### src/rtl/cpu_arb_pkg.sv
// Shared types for the CPU instruction/data memory-port arbiter.
// Bus phase, owner encoding and one-hot grant codes.
package cpu_arb_pkg;

    typedef enum logic [1:0] {
        IDLE,
        REQ,
        WAIT_ACK
    } state_t;

    typedef enum logic {
        OWN_INST,
        OWN_DATA
    } owner_t;

    localparam logic [1:0] GRANT_NONE = 2'b00;
    localparam logic [1:0] GRANT_INST = 2'b01;
    localparam logic [1:0] GRANT_DATA = 2'b10;

    function automatic logic [1:0] grant_of(owner_t o);
        return (o == OWN_DATA) ? GRANT_DATA : GRANT_INST;
    endfunction

endpackage

### src/rtl/cpu_mem_arbiter_if.sv
// Signal bundle between the CPU masters, the arbiter and the memory port.
// slave = arbiter side, master = CPU masters plus memory fabric.
interface cpu_mem_arbiter_if #(
    parameter int AW  = 32,
    parameter int DW  = 32,
    parameter int BEW = 2
);
    logic          inst_cyc_in;
    logic          inst_stb_in;
    logic [AW-1:0] inst_addr_in;
    logic          inst_stall_out;
    logic          inst_ack_out;
    logic [DW-1:0] inst_data_out;
    logic          inst_err_out;

    logic           data_stb_in;
    logic           data_we_in;
    logic [BEW-1:0] data_be_in;
    logic [AW-1:0]  data_addr_in;
    logic [DW-1:0]  data_data_in;
    logic           data_ack_out;
    logic [DW-1:0]  data_data_out;
    logic           data_err_out;

    logic           mem_cyc_out;
    logic           mem_stb_out;
    logic           mem_we_out;
    logic [BEW-1:0] mem_be_out;
    logic [AW-1:0]  mem_addr_out;
    logic [DW-1:0]  mem_data_out;
    logic [DW-1:0]  mem_data_in;
    logic           mem_ack_in;
    logic           mem_stall_in;

    logic [1:0] grant_out;

    modport slave (
        input  inst_cyc_in, inst_stb_in, inst_addr_in,
        output inst_stall_out, inst_ack_out, inst_data_out, inst_err_out,
        input  data_stb_in, data_we_in, data_be_in,
        input  data_addr_in, data_data_in,
        output data_ack_out, data_data_out, data_err_out,
        output mem_cyc_out, mem_stb_out, mem_we_out, mem_be_out,
        output mem_addr_out, mem_data_out,
        input  mem_data_in, mem_ack_in, mem_stall_in,
        output grant_out
    );

    modport master (
        output inst_cyc_in, inst_stb_in, inst_addr_in,
        input  inst_stall_out, inst_ack_out, inst_data_out, inst_err_out,
        output data_stb_in, data_we_in, data_be_in,
        output data_addr_in, data_data_in,
        input  data_ack_out, data_data_out, data_err_out,
        input  mem_cyc_out, mem_stb_out, mem_we_out, mem_be_out,
        input  mem_addr_out, mem_data_out,
        output mem_data_in, mem_ack_in, mem_stall_in,
        input  grant_out
    );

endinterface

### src/rtl/cpu_arb_timer.sv
// Saturating ack-wait counter; expired flags the last allowed cycle.
// MAX of zero never expires.
module cpu_arb_timer #(
    parameter int unsigned MAX = 255
) (
    input  logic clk,
    input  logic rst,
    input  logic clr,
    input  logic en,
    output logic expired
);
    localparam int TW = (MAX > 0) ? $clog2(MAX + 1) : 1;

    logic [TW-1:0] cnt;

    always_ff @(posedge clk) begin
        if (rst || clr)
            cnt <= '0;
        else if (en && cnt != TW'(MAX))
            cnt <= cnt + TW'(1);
    end

    assign expired = (MAX != 0) && (cnt == TW'(MAX - 1));

endmodule

### src/rtl/cpu_mem_arbiter.sv
// Shares one pipelined memory port between instruction fetch and data masters.
// One transaction at a time, alternating grants on conflict, ack timeout.
module cpu_mem_arbiter
    import cpu_arb_pkg::*;
#(
    parameter int             AW      = 32,
    parameter int             DW      = 32,
    parameter int             BEW     = 2,
    parameter logic [BEW-1:0] INST_BE = 2'b11,
    parameter int unsigned    TIMEOUT = 255
) (
    input logic               sys_clk,
    input logic               sys_rst,
    cpu_mem_arbiter_if.slave  bus
);
    state_t state, state_d;
    owner_t owner, owner_d;
    owner_t last_grant, last_grant_d;

    logic inst_req, data_req;
    logic load, accept, in_wait, cyc;
    logic ack_hit, timed_out, expired;

    logic [AW-1:0]  addr_q;
    logic           we_q;
    logic [BEW-1:0] be_q;
    logic [DW-1:0]  wdata_q;
    logic [DW-1:0]  inst_rdata_q;
    logic [DW-1:0]  data_rdata_q;

    assign inst_req  = bus.inst_cyc_in & bus.inst_stb_in;
    assign data_req  = bus.data_stb_in;
    assign in_wait   = (state == WAIT_ACK);
    assign accept    = (state == REQ) & ~bus.mem_stall_in;
    assign ack_hit   = in_wait & bus.mem_ack_in;
    assign timed_out = in_wait & ~bus.mem_ack_in & expired;
    assign cyc       = (state != IDLE);

    always_comb begin
        state_d      = state;
        owner_d      = owner;
        last_grant_d = last_grant;
        load         = 1'b0;
        unique case (state)
            IDLE: begin
                if (inst_req | data_req) begin
                    load    = 1'b1;
                    state_d = REQ;
                    if (inst_req & data_req)
                        owner_d = (last_grant == OWN_INST) ? OWN_DATA : OWN_INST;
                    else
                        owner_d = data_req ? OWN_DATA : OWN_INST;
                    last_grant_d = owner_d;
                end
            end
            REQ: begin
                if (accept)
                    state_d = WAIT_ACK;
            end
            WAIT_ACK: begin
                if (ack_hit | timed_out)
                    state_d = IDLE;
            end
            default: state_d = IDLE;
        endcase
    end

    always_ff @(posedge sys_clk) begin
        if (sys_rst) begin
            state        <= IDLE;
            owner        <= OWN_INST;
            last_grant   <= OWN_INST;
            addr_q       <= '0;
            we_q         <= 1'b0;
            be_q         <= '0;
            wdata_q      <= '0;
            inst_rdata_q <= '0;
            data_rdata_q <= '0;
        end else begin
            state      <= state_d;
            owner      <= owner_d;
            last_grant <= last_grant_d;
            if (load) begin
                if (owner_d == OWN_DATA) begin
                    addr_q  <= bus.data_addr_in;
                    we_q    <= bus.data_we_in;
                    be_q    <= bus.data_be_in;
                    wdata_q <= bus.data_data_in;
                end else begin
                    addr_q  <= bus.inst_addr_in;
                    we_q    <= 1'b0;
                    be_q    <= INST_BE;
                    wdata_q <= '0;
                end
            end
            if (ack_hit && owner == OWN_INST)
                inst_rdata_q <= bus.mem_data_in;
            if (ack_hit && owner == OWN_DATA)
                data_rdata_q <= bus.mem_data_in;
        end
    end

    cpu_arb_timer #(
        .MAX (TIMEOUT)
    ) u_timer (
        .clk     (sys_clk),
        .rst     (sys_rst),
        .clr     (accept),
        .en      (in_wait),
        .expired (expired)
    );

    // Bus fields are gated by cyc so the port is quiet between transactions.
    assign bus.mem_cyc_out  = cyc;
    assign bus.mem_stb_out  = (state == REQ);
    assign bus.mem_we_out   = cyc & we_q;
    assign bus.mem_be_out   = cyc ? be_q : '0;
    assign bus.mem_addr_out = cyc ? addr_q : '0;
    assign bus.mem_data_out = cyc ? wdata_q : '0;
    assign bus.grant_out    = cyc ? grant_of(owner) : GRANT_NONE;

    assign bus.inst_ack_out  = ack_hit & (owner == OWN_INST);
    assign bus.data_ack_out  = ack_hit & (owner == OWN_DATA);
    assign bus.inst_err_out  = timed_out & (owner == OWN_INST);
    assign bus.data_err_out  = timed_out & (owner == OWN_DATA);
    assign bus.inst_data_out = bus.inst_ack_out ? bus.mem_data_in : inst_rdata_q;
    assign bus.data_data_out = bus.data_ack_out ? bus.mem_data_in : data_rdata_q;

    assign bus.inst_stall_out = inst_req & ~(accept & (owner == OWN_INST));

endmodule
### src/flat_wrapper.sv
// flat-port wrapper written by rule: the top's interface ports become plain ports
module cpu_mem_arbiter_flat import cpu_arb_pkg::*;
#(
    parameter int             AW      = 32,
    parameter int             DW      = 32,
    parameter int             BEW     = 2,
    parameter logic [BEW-1:0] INST_BE = 2'b11,
    parameter int unsigned    TIMEOUT = 255
)
  (sys_clk, sys_rst, bus_inst_cyc_in, bus_inst_stb_in, bus_inst_addr_in, bus_inst_stall_out, bus_inst_ack_out, bus_inst_data_out, bus_inst_err_out, bus_data_stb_in, bus_data_we_in, bus_data_be_in, bus_data_addr_in, bus_data_data_in, bus_data_ack_out, bus_data_data_out, bus_data_err_out, bus_mem_cyc_out, bus_mem_stb_out, bus_mem_we_out, bus_mem_be_out, bus_mem_addr_out, bus_mem_data_out, bus_mem_data_in, bus_mem_ack_in, bus_mem_stall_in, bus_grant_out);
  cpu_mem_arbiter_if #(.AW(AW), .DW(DW), .BEW(BEW)) bus_i ();
  input logic sys_clk;
  input logic sys_rst;
  input wire logic [$bits(bus_i.inst_cyc_in)-1:0] bus_inst_cyc_in;
  input wire logic [$bits(bus_i.inst_stb_in)-1:0] bus_inst_stb_in;
  input wire logic [$bits(bus_i.inst_addr_in)-1:0] bus_inst_addr_in;
  output wire logic [$bits(bus_i.inst_stall_out)-1:0] bus_inst_stall_out;
  output wire logic [$bits(bus_i.inst_ack_out)-1:0] bus_inst_ack_out;
  output wire logic [$bits(bus_i.inst_data_out)-1:0] bus_inst_data_out;
  output wire logic [$bits(bus_i.inst_err_out)-1:0] bus_inst_err_out;
  input wire logic [$bits(bus_i.data_stb_in)-1:0] bus_data_stb_in;
  input wire logic [$bits(bus_i.data_we_in)-1:0] bus_data_we_in;
  input wire logic [$bits(bus_i.data_be_in)-1:0] bus_data_be_in;
  input wire logic [$bits(bus_i.data_addr_in)-1:0] bus_data_addr_in;
  input wire logic [$bits(bus_i.data_data_in)-1:0] bus_data_data_in;
  output wire logic [$bits(bus_i.data_ack_out)-1:0] bus_data_ack_out;
  output wire logic [$bits(bus_i.data_data_out)-1:0] bus_data_data_out;
  output wire logic [$bits(bus_i.data_err_out)-1:0] bus_data_err_out;
  output wire logic [$bits(bus_i.mem_cyc_out)-1:0] bus_mem_cyc_out;
  output wire logic [$bits(bus_i.mem_stb_out)-1:0] bus_mem_stb_out;
  output wire logic [$bits(bus_i.mem_we_out)-1:0] bus_mem_we_out;
  output wire logic [$bits(bus_i.mem_be_out)-1:0] bus_mem_be_out;
  output wire logic [$bits(bus_i.mem_addr_out)-1:0] bus_mem_addr_out;
  output wire logic [$bits(bus_i.mem_data_out)-1:0] bus_mem_data_out;
  input wire logic [$bits(bus_i.mem_data_in)-1:0] bus_mem_data_in;
  input wire logic [$bits(bus_i.mem_ack_in)-1:0] bus_mem_ack_in;
  input wire logic [$bits(bus_i.mem_stall_in)-1:0] bus_mem_stall_in;
  output wire logic [$bits(bus_i.grant_out)-1:0] bus_grant_out;
  assign bus_i.inst_cyc_in = bus_inst_cyc_in;
  assign bus_i.inst_stb_in = bus_inst_stb_in;
  assign bus_i.inst_addr_in = bus_inst_addr_in;
  assign bus_inst_stall_out = bus_i.inst_stall_out;
  assign bus_inst_ack_out = bus_i.inst_ack_out;
  assign bus_inst_data_out = bus_i.inst_data_out;
  assign bus_inst_err_out = bus_i.inst_err_out;
  assign bus_i.data_stb_in = bus_data_stb_in;
  assign bus_i.data_we_in = bus_data_we_in;
  assign bus_i.data_be_in = bus_data_be_in;
  assign bus_i.data_addr_in = bus_data_addr_in;
  assign bus_i.data_data_in = bus_data_data_in;
  assign bus_data_ack_out = bus_i.data_ack_out;
  assign bus_data_data_out = bus_i.data_data_out;
  assign bus_data_err_out = bus_i.data_err_out;
  assign bus_mem_cyc_out = bus_i.mem_cyc_out;
  assign bus_mem_stb_out = bus_i.mem_stb_out;
  assign bus_mem_we_out = bus_i.mem_we_out;
  assign bus_mem_be_out = bus_i.mem_be_out;
  assign bus_mem_addr_out = bus_i.mem_addr_out;
  assign bus_mem_data_out = bus_i.mem_data_out;
  assign bus_i.mem_data_in = bus_mem_data_in;
  assign bus_i.mem_ack_in = bus_mem_ack_in;
  assign bus_i.mem_stall_in = bus_mem_stall_in;
  assign bus_grant_out = bus_i.grant_out;
  cpu_mem_arbiter #(.AW(AW), .DW(DW), .BEW(BEW), .INST_BE(INST_BE), .TIMEOUT(TIMEOUT)) u_core (.sys_clk(sys_clk), .sys_rst(sys_rst), .bus(bus_i));
endmodule
### config.mk
export PLATFORM = sky130hd
export DESIGN_NAME = cpu_mem_arbiter_flat
export DESIGN_NICKNAME = d
export VERILOG_FILES = /design/src/rtl/cpu_arb_pkg.sv /design/src/rtl/cpu_mem_arbiter_if.sv /design/src/rtl/cpu_arb_timer.sv /design/src/rtl/cpu_mem_arbiter.sv /design/src/flat_wrapper.sv
export SDC_FILE = /design/constraint.sdc
export NUM_CORES = 1
export LEC_CHECK = 0
export CAP_MARGIN = 20
export CELL_PAD_IN_SITES_DETAIL_PLACEMENT = 0
export CELL_PAD_IN_SITES_GLOBAL_PLACEMENT = 1
export CORE_MARGIN = 3
export CORE_UTILIZATION = 30
export CTS_CLUSTER_DIAMETER = 200
export DETAILED_ROUTE_END_ITERATION = 7
export PLACE_DENSITY = 0.8
export REMOVE_ABC_BUFFERS = 1
export SYNTH_ARGS = -nofsm -noshare
export SYNTH_HDL_FRONTEND = slang
export SYNTH_SLANG_ARGS = --single-unit
### constraint.sdc
create_clock -name sys_clk -period 2.1 [get_ports sys_clk]
set_input_delay 0.42 -clock sys_clk [delete_from_list [all_inputs] [get_ports sys_clk]]
set_output_delay 0.42 -clock sys_clk [all_outputs]
set_load 0.01 [all_outputs]
==> flow_summary_export.csv <==
group,metric,value,unit
final_layout,footprint_of_the_multi_input_gates,3357,um2
timing,hold_violations,0,
timing,achievable-frequency,412.6,MHz
global_route,groute.usage.overall,18.60,%
critical_path,worst-path-max-fanout,6,
power,internal-power,5548,uW
routing,detail_route.iter0.violations,209,
global_route,grt_pass1_vias,5797,
synthesis,yosysWarnings,0,
global_route,grt_start_max_net_pins,79,
timing,totalNegativeSetupSlack,-16.01,ns
synthesis,synth_xor_xnor_area_share,0.7275,%
timing,finalWorstPathRequiredPeriod,2.424,ns
synthesis,post_synth_most_frequent_cells,"dfxtp_1 (143), and2_1 (68), nor2b_1 (65), nor2_1 (49), a21oi_1 (38)",
critical_path,critPathRequiredTime,1.68,ns
synthesis,combinational_family_with_the_most_area_after_synthesis,"simple AND/OR/NAND/NOR gates",
global_route,grt_first_pass_wirelength,32240,um
cts,cts_root_buf,"clkbuf_16",
flow_run,timing.max_cap.violations,0,
status,status,"complete, but fails checks",
critical_path,rr_worst_depth,9,
routing,final_antenna_net_count,0,
critical_path,rr_startpoint,"u_core.state[1]",
synthesis,post_synth_instance_area,6020,um2
cts,cts_buffer_depth,2,
cts,htree_levels,4,
cts,cts_hold_buf,0,
placement,placement.io_buffers,277,
timing,post-route-worst-setup-slack,-0.3239,ns
synthesis,netlist_top_cells_area,"dfxtp_1 (48%), and2_1 (7.1%), mux2_2 (6.9%)",
routing,detailedRoute.firstPassIterationCount,4,
power,irDropWorstVdd,0.5247,mV
critical_path,arrival_time_of_the_worst_setup_path,2.00,ns
synthesis,synthArstFlopShare,0,%
cts,tritoncts_sinks,143,
floorplan,core_area,19590,um2
synthesis,yosys-mux-area-fraction,12.14,%
timing,maxSlewHeadroom,56.54,%
synthesis,synth-compound-area-share,13.20,%
placement,worst_slack_at_placement,-0.5825,ns
critical_path,timing.critical_path.cells,"and2b_2, nand3_4, buf_12, buf_6, buf_6, mux2_4, buf_6",
cts,cts-buffers-inserted,17,
synthesis,yosysTopAreaCell,"dfxtp_1",
floorplan,placement_rows,51,
synthesis,synth_sequential_area_ratio,47.56,%
timing,timing_worst_slew_pin_value,0.6519,ns
routing,routed-via-count,5825,
hold_path,worst_hold_startpoint,"u_core.addr_q[6]",
synthesis,synth-main-ff-cell,"dfxtp_1",
critical_path,end_kind,"output port",
final_layout,fraction_of_final_layout_cells_sized_beyond_drive_strength_1,41.43,%
placement,place_hpwl,13290,um
final_layout,fill_cells,1690,
synthesis,post_synth_num_cell_types,38,
placement,placer_s_final_routability_congestion_estimate,0.7197,
routing,wl_per_cell,18.23,um
critical_path,crit_path_start_kind,"register",
floorplan,dieHeight,147.7,um
routing,viasPerCell,4.724,
power,power_frac_clock,41.3,%
cts,path_clk_slew,0.07,ns
global_route,gr-total-overflow,0,
synthesis,yosysMostFrequentCell,"dfxtp_1",
status,violations,"setup timing",
synthesis,synth_cells,623,
synthesis,number_of_enable_flip_flop_cells_after_synthesis,0,
final_layout,antennaDiodeCount,0,
power,power.static_leakage,0.004793,uW
global_route,number_of_antenna_violations_at_the_first_check_in_global_routing,1,
critical_path,register_to_register_setup_slack,0.18,ns
synthesis,post_synthesis_register_bit_count,143,
timing,report.final.setup_viol,74,
power,combinationalPowerShare,20.0,%
power,power_density,669.1,nW/um2
floorplan,fp.dieArea,21800,um2
cts,tritoncts,"yes",
timing,timing.final.max_slew_violations,0,
critical_path,crit_type,"register to output port",
final_layout,nets,1095,
critical_path,r2r-end,"u_core.addr_q[5]",
synthesis,area_share_of_and_or_nand_nor_cells_after_synthesis,21.91,%
synthesis,synth.top_cell.area_share,47.56,%
power,total_switching_power,1977,uW
timing,grt_setup_unrepaired,"true",
timing,min_period_over_period,115.4,%
routing,detail_route.drc_violations,0,
final_layout,non_filler_instances,1233,
final_layout,final_design_area_no_fill,11250,um2
synthesis,yosys.area_share.adder,0.4157,%
placement,post_dp_cell_area,9270,um2
final_layout,layout.area.seq,2868,um2
hold_path,hold_path.class,"register to register",
critical_path,worst_path_max_delay_cell,"dfxtp_2",
critical_path,timing.critical_path.mode_cell,"buf_6",
synthesis,avgSynthCellArea,9.662,um2
floorplan,die_width,147.7,um
power,finalPower,7525,uW
power,sw_frac_of_total,26.28,%
routing,totalWireLength,22480,um
power,power.sequential.fraction,38.7,%
final_layout,syn2layout_area_growth,86.84,%
critical_path,critPathMaxStageDelay,0.33,ns
cts,clock_latency,0.41,ns
floorplan,ioPinCount,278,
hold_path,worstHoldPathCells,2,
placement,place_inst,1148,
hold_path,hold_end,"u_core.addr_q[6]",
floorplan,initial_standard_cell_utilization_of_the_core,30.73,%
timing,worst_clock_skew,0.009514,ns
layer usage:
layer  share of wire [%]  vias up  wire [um]  track usage, %
met3                 8.5       24       1915           6.744
met2                  50      237      11140           31.68
li1                    -     2826          -               -
met5               0.058        -         13               0
met4                 1.1        2        238           4.194
met1                  41     2736       9174           22.57
power groups by stage:
stage	Sequential [uW]	Clock, uW	Combinational [uW]
floorplan	2950	0	441
global placement	2960	0	1200
detailed placement	2960	0	1210
CTS	2900	3170	1300
global route	2930	3300	1610
finish	2910	3110	1510
what timing repair did:
action,CTS,global route
resized for setup,601,279
cloned,6,8
buffers inserted,21,21
endpoints found under the hold margin,0,0
pin swaps,2,65
endpoints found under the setup margin,140,136
registers in the layout, summed over array words and instances (netlist names):
signal and cells:
u_core.addr_q 32, u_core.data_rdata_q 32, u_core.inst_rdata_q 32, u_core.wdata_q 32, u_core.u_timer.cnt 8, u_core.be_q 2, u_core.state 2, u_core.last_grant 1
u_core.owner 1, u_core.we_q 1
how the worst max path moves through the flow:
stage                          from                     to  slack (ns)  cells after the start
CTS                 u_core.state[0]   bus_inst_data_out[1]       -0.40                      6
global route        u_core.state[0]  bus_inst_data_out[19]       -0.40                      7
global placement     bus_mem_ack_in  bus_inst_data_out[13]       -0.56                      5
detailed placement   bus_mem_ack_in  bus_inst_data_out[22]       -0.58                      5
finish              u_core.state[0]  bus_data_data_out[15]       -0.32                      7
floorplan           u_core.state[1]       u_core.addr_q[0]       -0.55                      5
critical path, delay by kind of cell (launching register included):
| family | cells | cell delay, ns |
|---|---|---|
| mux | 1 | 0.30 |
| buf+inv | 4 | 0.57 |
| simple gates | 2 | 0.40 |
| flops | 1 | 0.33 |
cell usage in the layout (no fill, tap or decap), types with 3 or more instances in the layout:
master,n
clkdlybuf4s50_1,135
mux2_4,61
a22oi_1,33
buf_6,153
a21oi_1,38
nor2b_1,64
nand2_1,36
a211oi_1,3
nor2_1,46
clkbuf_16,25
inv_6,5
mux2_2,3
buf_16,5
buf_12,14
nand3_1,4
o221ai_1,32
and2_4,63
buf_4,29
buf_2,5
nand2b_1,3
and2_1,5
xnor2_1,4
clkinv_4,4
buf_8,5
dfxtp_1,141
clkbuf_2,7
metrics by stage:
step	util, %	hold WS (ns)
after global placement	47.32	0.4372
final	57.41	0.4545
after CTS	52.46	0.4508
after global routing	57.41	0.4673
after detailed placement	47.32	0.4422
after floorplan	-	0.4257
logic make-up after synthesis:
logic type | after synthesis
AOI/OAI and AO/OA | 113
xor gates and xnor gates | 5
adders and majority gates | 2
buffers and inverters | 54
DFF | 143
muxes | 65
and+or+nand+nor | 241
layout make-up:
cell class | count | share of cell area [%]
clock buffer | 19 | 4.027
clock inverter | 13 | 1.346
inverter | 3 | 0.1224
multi-input combinational | 426 | 29.85
sequential | 143 | 25.50
tap | 265 | 2.948
timing repair buffer | 364 | 36.21
Power figures use the tool's default switching activity.
